--- src/rtl/gemm_pkg.sv ---
// Shared types and default geometry for the GEMM tile scheduler.
package gemm_pkg;

  localparam int unsigned DefAddrWidth = 12;
  localparam int unsigned DefRowPar    = 4;
  localparam int unsigned DefColPar    = 16;

  typedef enum logic [1:0] {
    ST_IDLE  = 2'd0,
    ST_RUN   = 2'd1,
    ST_DRAIN = 2'd2,
    ST_DONE  = 2'd3
  } state_e;

endpackage

--- src/rtl/gemm_wrap_counter.sv ---
// Up-counter that wraps to zero after reaching limit_i; flags first and last counts.
module gemm_wrap_counter #(
  parameter int Width = 32
) (
  input  logic             clk_i,
  input  logic             rst_i,
  input  logic             clr_i,
  input  logic             en_i,
  input  logic [Width-1:0] limit_i,
  output logic             first_o,
  output logic             last_o
);

  logic [Width-1:0] cnt_q;

  assign first_o = (cnt_q == '0);
  assign last_o  = (cnt_q == limit_i);

  always_ff @(posedge clk_i or posedge rst_i) begin
    if (rst_i) begin
      cnt_q <= '0;
    end else if (clr_i) begin
      cnt_q <= '0;
    end else if (en_i) begin
      cnt_q <= last_o ? '0 : cnt_q + Width'(1);
    end
  end

endmodule

--- src/rtl/gemm_tile_scheduler.sv ---
// Walks a tiled GEMM: one A/B word pair per cycle, k innermost, C tile written
// two cycles after the last k of each tile.
//
// state | meaning
// IDLE  | waiting for start_i, sizes sampled on the start edge
// RUN   | issuing A/B addresses, one per cycle
// DRAIN | two cycles to retire the last MAC and the last C write
// DONE  | one-cycle done_o (with err_o if the job was rejected)
module gemm_tile_scheduler
  import gemm_pkg::*;
#(
  parameter int AddrWidth     = DefAddrWidth,
  parameter int SizeAddrWidth = 32,
  parameter int RowPar        = DefRowPar,
  parameter int ColPar        = DefColPar
) (
  input  logic                     clk_i,
  input  logic                     rst_i,
  input  logic                     start_i,
  input  logic [SizeAddrWidth-1:0] M_size_i,
  input  logic [SizeAddrWidth-1:0] K_size_i,
  input  logic [SizeAddrWidth-1:0] N_size_i,
  output logic [AddrWidth-1:0]     sram_a_addr_o,
  output logic [AddrWidth-1:0]     sram_b_addr_o,
  output logic [AddrWidth-1:0]     sram_c_addr_o,
  output logic                     sram_c_we_o,
  output logic                     mac_en_o,
  output logic                     acc_clear_o,
  output logic                     busy_o,
  output logic                     done_o,
  output logic                     err_o
);

  localparam int RowSh = $clog2(RowPar);
  localparam int ColSh = $clog2(ColPar);
  localparam logic [SizeAddrWidth-1:0] RowMask = SizeAddrWidth'(RowPar - 1);
  localparam logic [SizeAddrWidth-1:0] ColMask = SizeAddrWidth'(ColPar - 1);

  state_e state_q, state_d;

  logic [SizeAddrWidth-1:0] m_q, k_q, n_q;
  logic [SizeAddrWidth-1:0] k_lim, tn_lim, tm_lim;
  logic                     accept, size_bad, issue, issue_last, tile_end;
  logic                     k_first, k_last, tn_last, tm_last, tn_unused_first, tm_unused_first;
  logic                     drain_q, err_q;
  logic [AddrWidth-1:0]     a_addr_q, a_base_q, b_addr_q;
  logic [AddrWidth-1:0]     tile_idx_q, tile_d1_q, c_addr_q;
  logic                     mac_q, clr_q, tile_end_q, c_we_q;

  assign size_bad = (M_size_i == '0) || (K_size_i == '0) || (N_size_i == '0) ||
                    ((M_size_i & RowMask) != '0) || ((N_size_i & ColMask) != '0);
  assign accept     = (state_q == ST_IDLE) && start_i;
  assign issue      = (state_q == ST_RUN);
  assign tile_end   = issue && k_last;
  assign issue_last = tile_end && tn_last && tm_last;

  assign k_lim  = k_q - SizeAddrWidth'(1);
  assign tn_lim = (n_q >> ColSh) - SizeAddrWidth'(1);
  assign tm_lim = (m_q >> RowSh) - SizeAddrWidth'(1);

  gemm_wrap_counter #(.Width(SizeAddrWidth)) u_k_cnt (
    .clk_i   (clk_i),
    .rst_i   (rst_i),
    .clr_i   (accept),
    .en_i    (issue),
    .limit_i (k_lim),
    .first_o (k_first),
    .last_o  (k_last)
  );

  gemm_wrap_counter #(.Width(SizeAddrWidth)) u_tn_cnt (
    .clk_i   (clk_i),
    .rst_i   (rst_i),
    .clr_i   (accept),
    .en_i    (tile_end),
    .limit_i (tn_lim),
    .first_o (tn_unused_first),
    .last_o  (tn_last)
  );

  gemm_wrap_counter #(.Width(SizeAddrWidth)) u_tm_cnt (
    .clk_i   (clk_i),
    .rst_i   (rst_i),
    .clr_i   (accept),
    .en_i    (tile_end && tn_last),
    .limit_i (tm_lim),
    .first_o (tm_unused_first),
    .last_o  (tm_last)
  );

  always_ff @(posedge clk_i or posedge rst_i) begin
    if (rst_i) state_q <= ST_IDLE;
    else       state_q <= state_d;
  end

  always_comb begin
    state_d = state_q;
    case (state_q)
      ST_IDLE:  if (start_i) state_d = size_bad ? ST_DONE : ST_RUN;
      ST_RUN:   if (issue_last) state_d = ST_DRAIN;
      ST_DRAIN: if (drain_q) state_d = ST_DONE;
      ST_DONE:  state_d = ST_IDLE;
      default:  state_d = ST_IDLE;
    endcase
  end

  always_ff @(posedge clk_i or posedge rst_i) begin
    if (rst_i) begin
      m_q     <= '0;
      k_q     <= '0;
      n_q     <= '0;
      err_q   <= 1'b0;
      drain_q <= 1'b0;
    end else begin
      if (accept) begin
        m_q   <= M_size_i;
        k_q   <= K_size_i;
        n_q   <= N_size_i;
        err_q <= size_bad;
      end
      drain_q <= (state_q == ST_DRAIN) ? ~drain_q : 1'b0;
    end
  end

  // A walks tm*K+k and rewinds to the row base for each new tn; B walks tn*K+k
  // contiguously and restarts at 0 for each new tm.
  always_ff @(posedge clk_i or posedge rst_i) begin
    if (rst_i) begin
      a_addr_q <= '0;
      a_base_q <= '0;
      b_addr_q <= '0;
    end else if (accept) begin
      a_addr_q <= '0;
      a_base_q <= '0;
      b_addr_q <= '0;
    end else if (issue && !issue_last) begin
      if (k_last && tn_last) begin
        a_addr_q <= a_addr_q + AddrWidth'(1);
        a_base_q <= a_addr_q + AddrWidth'(1);
        b_addr_q <= '0;
      end else if (k_last) begin
        a_addr_q <= a_base_q;
        b_addr_q <= b_addr_q + AddrWidth'(1);
      end else begin
        a_addr_q <= a_addr_q + AddrWidth'(1);
        b_addr_q <= b_addr_q + AddrWidth'(1);
      end
    end
  end

  always_ff @(posedge clk_i or posedge rst_i) begin
    if (rst_i) begin
      mac_q      <= 1'b0;
      clr_q      <= 1'b0;
      tile_end_q <= 1'b0;
      c_we_q     <= 1'b0;
      tile_idx_q <= '0;
      tile_d1_q  <= '0;
      c_addr_q   <= '0;
    end else begin
      mac_q      <= issue;
      clr_q      <= issue && k_first;
      tile_end_q <= tile_end;
      c_we_q     <= tile_end_q;
      if (accept) begin
        tile_idx_q <= '0;
      end else if (tile_end) begin
        tile_idx_q <= tile_idx_q + AddrWidth'(1);
        tile_d1_q  <= tile_idx_q;
      end
      if (tile_end_q) c_addr_q <= tile_d1_q;
    end
  end

  assign sram_a_addr_o = a_addr_q;
  assign sram_b_addr_o = b_addr_q;
  assign sram_c_addr_o = c_addr_q;
  assign sram_c_we_o   = c_we_q;
  assign mac_en_o      = mac_q;
  assign acc_clear_o   = clr_q;
  assign busy_o        = (state_q != ST_IDLE);
  assign done_o        = (state_q == ST_DONE);
  assign err_o         = (state_q == ST_DONE) && err_q;

endmodule

--- config.mk ---
export PLATFORM = sky130hd
export DESIGN_NAME = gemm_tile_scheduler
export DESIGN_NICKNAME = d
export VERILOG_FILES = /design/src/rtl/gemm_pkg.sv /design/src/rtl/gemm_wrap_counter.sv /design/src/rtl/gemm_tile_scheduler.sv
export SDC_FILE = /design/constraint.sdc
export NUM_CORES = 1
export LEC_CHECK = 0
export CAP_MARGIN = 5
export CORE_MARGIN = 8
export CORE_UTILIZATION = 60
export CTS_CLUSTER_SIZE = 16
export DETAILED_ROUTE_END_ITERATION = 7
export PLACE_DENSITY = 0.93
export SETUP_SLACK_MARGIN = 0.02
export SKIP_LAST_GASP = 1
export SYNTH_ARGS = -nofsm -noshare
export SYNTH_HDL_FRONTEND = slang
export SYNTH_SLANG_ARGS = --single-unit
--- constraint.sdc ---
create_clock -name clk_i -period 16.25 [get_ports clk_i]
set_clock_uncertainty 0.15 [all_clocks]
set_input_delay 2.4375 -clock clk_i [delete_from_list [all_inputs] [get_ports clk_i]]
set_output_delay 2.4375 -clock clk_i [all_outputs]
set_load 0.005 [all_outputs]
Word-level counts from Yosys, hierarchy flattened
Index checks and enable logic that the tools add are counted.
Widths: inputs -> output; s select.

storage, ports and cells
  register bits after elaboration = 272
  input port bits = 99
  output and inout port bits = 42
  logic and storage cells = 95

cells by class
  add/subtract/negate cells = 9
  equality and inequality tests = 9
  mux-type cells = 27
  bitwise logic cells = 2
  reduce and logical (&&, ||, !) cells = 29

operator list
  cell                   number
  $mux 32                9
  $mux 12                12
  $logic_not 32->1       4
  $add 32x1->32 const B  3
  $eq 32x32->1           3
  $reduce_bool 32->1     2
  $add 12x1->12 const B  3
  $sub 32x1->32 const B  1
  $sub 30x1->31 const B  1
  $sub 28x1->29 const B  1
  $reduce_bool 2->1      6
  $logic_and 1x1->1      8
  $mux 2                 4
  $pmux 2 s4             1
  $eq 2x2->1 const B     2
  $logic_or 1x1->1       4
  $ne 2x2->1 const B     2
  $reduce_and 2->1       2
  $reduce_and 3->1       1
  $eq 2x1->1 const B     1
  $logic_not 2->1        1
  $ne 2x1->1 const B     1
  $not 1->1              2
  $logic_not 1->1        1
  $mux 1                 1

Logic depth before layout (Yosys ltp)
  word-level depth = 9
  gate-level depth with buffers = 15
  gate-level depth less buffers = 12

Modules after synthesis
From an unflattened synthesis, not the netlist that was laid out.

unflattened totals
  cell total of the unflattened synthesis = 1705
  area total of the unflattened synthesis = 15517.4 sq um

by module, submodules not included
  module                            times used  cells each  area an instance (sq um)  sequential area each (sq um)
  gemm_tile_scheduler               1           1007        8824.7                    4254.1
  gemm_wrap_counter at u_k_cnt ...  2           231         2273.4                    800.8
  gemm_wrap_counter at u_tn_cnt     1           236         2145.8                    800.8

Least setup slack after synthesis
OpenSTA, ideal clock, no wires.

  kind = input-to-reg
  start = input port start_i
  end = register u_tn_cnt.cnt_q[9]
  library setup time = 0.083 ns
  arrival = 3.808 ns
  data required time = 16.017 ns
  setup slack = 12.209 ns
  stages = 8
  path buffers = 2
  cells stage by stage = and2_1 clkbuf_1 nor2_1 o2111ai_1 inv_2 buf_1 nand2_1 o21ai_0

on the way
  cells in the longest elaborated chain, start to end = 2
  elaborated cells on any way between the ends = 3
  classes of those cells = mux (1); reduce/logical (2)

RTL lines
  item                                                 RTL line                   source
  from (decl)                                          gemm_tile_scheduler.sv:19  input logic start_i,
  $logic_and 1x1->1 *                                  gemm_tile_scheduler.sv:52  assign accept = (state_q == ST_IDLE) && start_i;
  $mux 32 / $reduce_bool 2->1 (equally long branches)  --
  to (signal assigned)                                 gemm_wrap_counter.sv:25    cnt_q <= last_o ? '0 : cnt_q + Width'(1);
  to (decl)                                            gemm_wrap_counter.sv:14    logic [Width-1:0] cnt_q;

Every way passes the cells marked *; elsewhere a longest branch is shown, timed or not.
A chain may end at the register's enable or synchronous reset.

Worst setup path in the final report
  start = register m_q[2]
  end = register a_addr_q[11] (netlist: sram_a_addr_o[11])

on the way
  cells in the longest elaborated chain, start to end = 6

RTL lines
  item                                RTL line                    source
  from (decl)                         gemm_tile_scheduler.sv:41   logic [SizeAddrWidth-1:0] m_q, k_q, n_q;
  from (signal assigned)              gemm_tile_scheduler.sv:116  m_q <= M_size_i;
  $sub 30x1->31                       gemm_tile_scheduler.sv:59   assign tm_lim = (m_q >> RowSh) - SizeAddrWidth'(1);
  $eq 32x32->1                        gemm_wrap_counter.sv:17     assign last_o = (cnt_q == limit_i);
  $logic_and 1x1->1                   gemm_tile_scheduler.sv:55   assign issue_last = tile_end && tn_last && tm_last;
  $logic_not 1->1                     gemm_tile_scheduler.sv:136  end else if (issue && !issue_last) begin
  $logic_and 1x1->1                   gemm_tile_scheduler.sv:136
  $reduce_bool 2->1 (no source line)  --
  to (signal assigned)                gemm_tile_scheduler.sv:138  a_addr_q <= a_addr_q + AddrWidth'(1);
  to (signal assigned)                gemm_tile_scheduler.sv:142  a_addr_q <= a_base_q;
  to (signal assigned)                gemm_tile_scheduler.sv:145  a_addr_q <= a_addr_q + AddrWidth'(1);
  to (decl)                           gemm_tile_scheduler.sv:46   logic [AddrWidth-1:0] a_addr_q, a_base_q, b_addr_q;

No other way between the ends.

==> qor.txt <==
H-tree depth -> 1
Crit. End Element -> register
clk slew on worst S/H paths -> 60 ps
Critical Path AT -> 5520 ps
First DRT Iteration DRCs -> 1,523
startpoint types -> register
DRC errors left -> 0
Max-Cap Viols -> 0
count leader, synth -> nand2_1
ratio of cells with drive above 1 in the final layout -> 6.222%
ANT nets after route -> 0
Post-synth EDFFs -> 0
clock tree buffer depth -> 3
number of buffers created by CTS -> 29
Fmax achieved -> 0.1906 GHz
commonest cells in the netlist -> 368 x nand2_1, 266 x dfrtp_1, 160 x o21ai_0
Syn Inst Count -> 1,905
R2R setup slack -> 11,000 ps
first-pass GRT wire length -> 71,730 um
vias -> 15,000
largest family of logic cells by synthesized area -> simple AND/OR/NAND/NOR gates
synthesized-area fraction occupied by adder cells -> 1.167%
Hold Path Class -> reg2reg
Rel. slew slack -> 11.80%
WL per Instance -> 18.46 um
main flop type after synthesis -> dfrtp_1
Post-CTS Resized -> 0
#FFs+latches synth -> 266
post-synthesis simple-gate area fraction -> 29.40%
postcts setup bufs -> 0
CTS tree -> yes
final RePlAce weighted congestion -> 0.9613
Synthesis Warnings -> 0
Mapped Nets -> 2,019
Setup CP Type -> reg2reg
fillers -> 1,954
peak supply drop -> 102.0 uV
top cells by area, synth -> dfrtp_1 41%, nand2_1 8.6%, xnor2_1 5.1%, o21ai_0 5.0%, nor2_1 3.2%
aggregate global-route resource usage -> 25.89%
Die Area -> 0.03229 mm^2
post-layout net count -> 2,101
vias in the first global route -> 14,690
WL final -> 43,370 um
port bufs -> 140
sequential share of the synthesized area -> 41.40%
placed wire-length estimate -> 30,580 um
clk root buf -> clkbuf_16
Synth Area in XOR/XNOR -> 8.171%
final period utilization -> 32.29%
minimum clock period -> 5247 ps
area fraction in compound gates after synthesis -> 13.04%
CTS Sinks -> 266
Syn-to-layout area delta -> 15.98%
# IOs -> 141
pin count of the biggest net entering global routing -> 139
Final Power -> 2.651 mW
CP Data Required Time -> 16,530 ps
Fin Setup TNS -> 0 ps
pins over their slew limit -> 0
RSZ-0062 raised after global routing -> false
initial antenna violation count -> 1
critical-path maximum fanout -> 26
final setup vio count -> 0
WHS -> 338.1 ps
starting density of the core -> 60.33%
Chip Width -> 179.7 um
Post-Place Cell Area -> 0.01761 mm^2
worst slew pin tran -> 1323 ps
share of the synthesized area in the top cell type -> 41.40%
Mapped Avg Cell Area -> 8.440 um^2
status -> complete, no violations
post-synthesis mux area share -> 3.354%
Die Span Y -> 179.7 um
final count of hold timing violations -> 0
Distinct cells, synth -> 84
std cell rows -> 60
Place WS -> 10,780 ps
P_leak -> 8.003 nW
Pre-antenna DRT Iters -> 6
Ant. Diodes -> 0
Placeable Area -> 0.02665 mm^2
cell taking the most area after synthesis -> dfrtp_1
vias per cell -> 6.381
GRT overflow -> 0
FFs w/ async S/R, synth -> 100.0%
Final Cell Area -> 0.01865 mm^2
Netlist Area Pre-Place -> 0.01608 mm^2
Setup WS post-layout -> 11,000 ps
pwr/cell area -> 142.1 mW/mm^2
clk_lat worst skew -> 570 ps
CTS Hold Buffers Added -> 0
worst max-delay path, stage by stage, from the launching register on:
cell      delay [ps]
dfrtp_1          410
inv_1             90
ha_1             240
nor4b_1          670
nand3_2          360
or4_1            510
xnor2_1          140
nor4_1           360
nand4_1          170
nor4b_2          570
a41o_1           830
nand2b_1         430
o21ai_0          170
layout make-up:
type | count | area, um^2 | area share (%)
Clock inverter | 12 | 186.4 | 0.9997
Multi-Input combinational cell | 1499 | 8890 | 47.67
Sequential cell | 266 | 6656 | 35.70
Clock buffer | 41 | 850.8 | 4.563
Tap cell | 341 | 426.7 | 2.288
Inverter | 41 | 161.4 | 0.8655
Timing Repair Buffer | 150 | 1476 | 7.917
cell families (layout without fill, tap and decap cells):
family | Yosys count | in the layout
buffers and inverters | 140 | 244
adder cells (fa/ha/maj) | 15 | 15
AO/OA/AOI/OAI | 343 | 343
flip-flops | 266 | 266
multiplexers | 50 | 50
XOR/XNOR | 150 | 150
AND/OR/NAND/NOR | 941 | 941
registers in the layout, indices dropped and copies added (netlist names), 2 cells and up:
| signal | cells |
|---|---|
| a_base_q | 12 |
| k_q | 32 |
| m_q | 30 |
| n_q | 28 |
| sram_a_addr_o | 12 |
| sram_b_addr_o | 12 |
| sram_c_addr_o | 12 |
| state_q | 2 |
| tile_d1_q | 12 |
| tile_idx_q | 12 |
| u_k_cnt.cnt_q | 32 |
| u_tm_cnt.cnt_q | 32 |
| u_tn_cnt.cnt_q | 32 |
layer usage:
metal / vias up / global-route usage [%] / routed length [um]
met3: 132 / 3.730 / 3078
met1: 7242 / 32.63 / 17570
met4: 2 / 10.50 / 1489
met2: 711 / 44.31 / 21220
li1: 6908 / - / -
met5: - / 0 / 13
placed cells by master, fill, tap and decap left out, types with 11 or more instances in the layout:
master / n
nand2_1: 367
dfrtp_1: 266
o21ai_0: 159
clkdlybuf4s50_1: 140
nor2_1: 137
xnor2_1: 94
nor4_1: 69
nand3_1: 68
xor2_1: 56
and3_1: 43
nor3_1: 43
a21oi_1: 43
nand4_1: 39
inv_1: 39
o31ai_1: 37
clkbuf_16: 29
mux2i_1: 28
nor2b_1: 24
mux2_2: 21
nand2b_1: 20
or3_1: 19
a31oi_1: 18
or4_1: 16
and2_1: 15
ha_1: 15
o21ai_1: 11
power by group:
| group | total, mW | internal, mW | switching [mW] |
|---|---|---|---|
| sequential | 1.01 | 0.790 | 0.216 |
| clock | 0.708 | 0.429 | 0.279 |
| combinational | 0.937 | 0.386 | 0.551 |
| total | 2.65 | 1.61 | 1.05 |
worst paths after layout:
| check | end | start | cells after the start |
|---|---|---|---|
| max in group asynchronous | k_q[18] | rst_i | 3 |
| worst min register to register | tile_d1_q[2] | tile_d1_q[2] | 2 |
| worst max register to register | sram_a_addr_o[11] | m_q[2] | 12 |
| min in group asynchronous | m_q[7] | rst_i | 2 |
| worst min-delay path | tile_d1_q[2] | tile_d1_q[2] | 2 |
| worst max-delay path | sram_a_addr_o[11] | m_q[2] | 12 |
metrics by stage:
step / util [%] / instances
6_report: 69.97 / 2350
5_1_grt: 69.97 / 2350
4_1_cts: 69.97 / 2350
3_5_place_dp: 66.08 / 2297
3_3_place_gp: 66.08 / 2297
2_1_floorplan: - / 1905
Power figures use the tool's default switching activity.
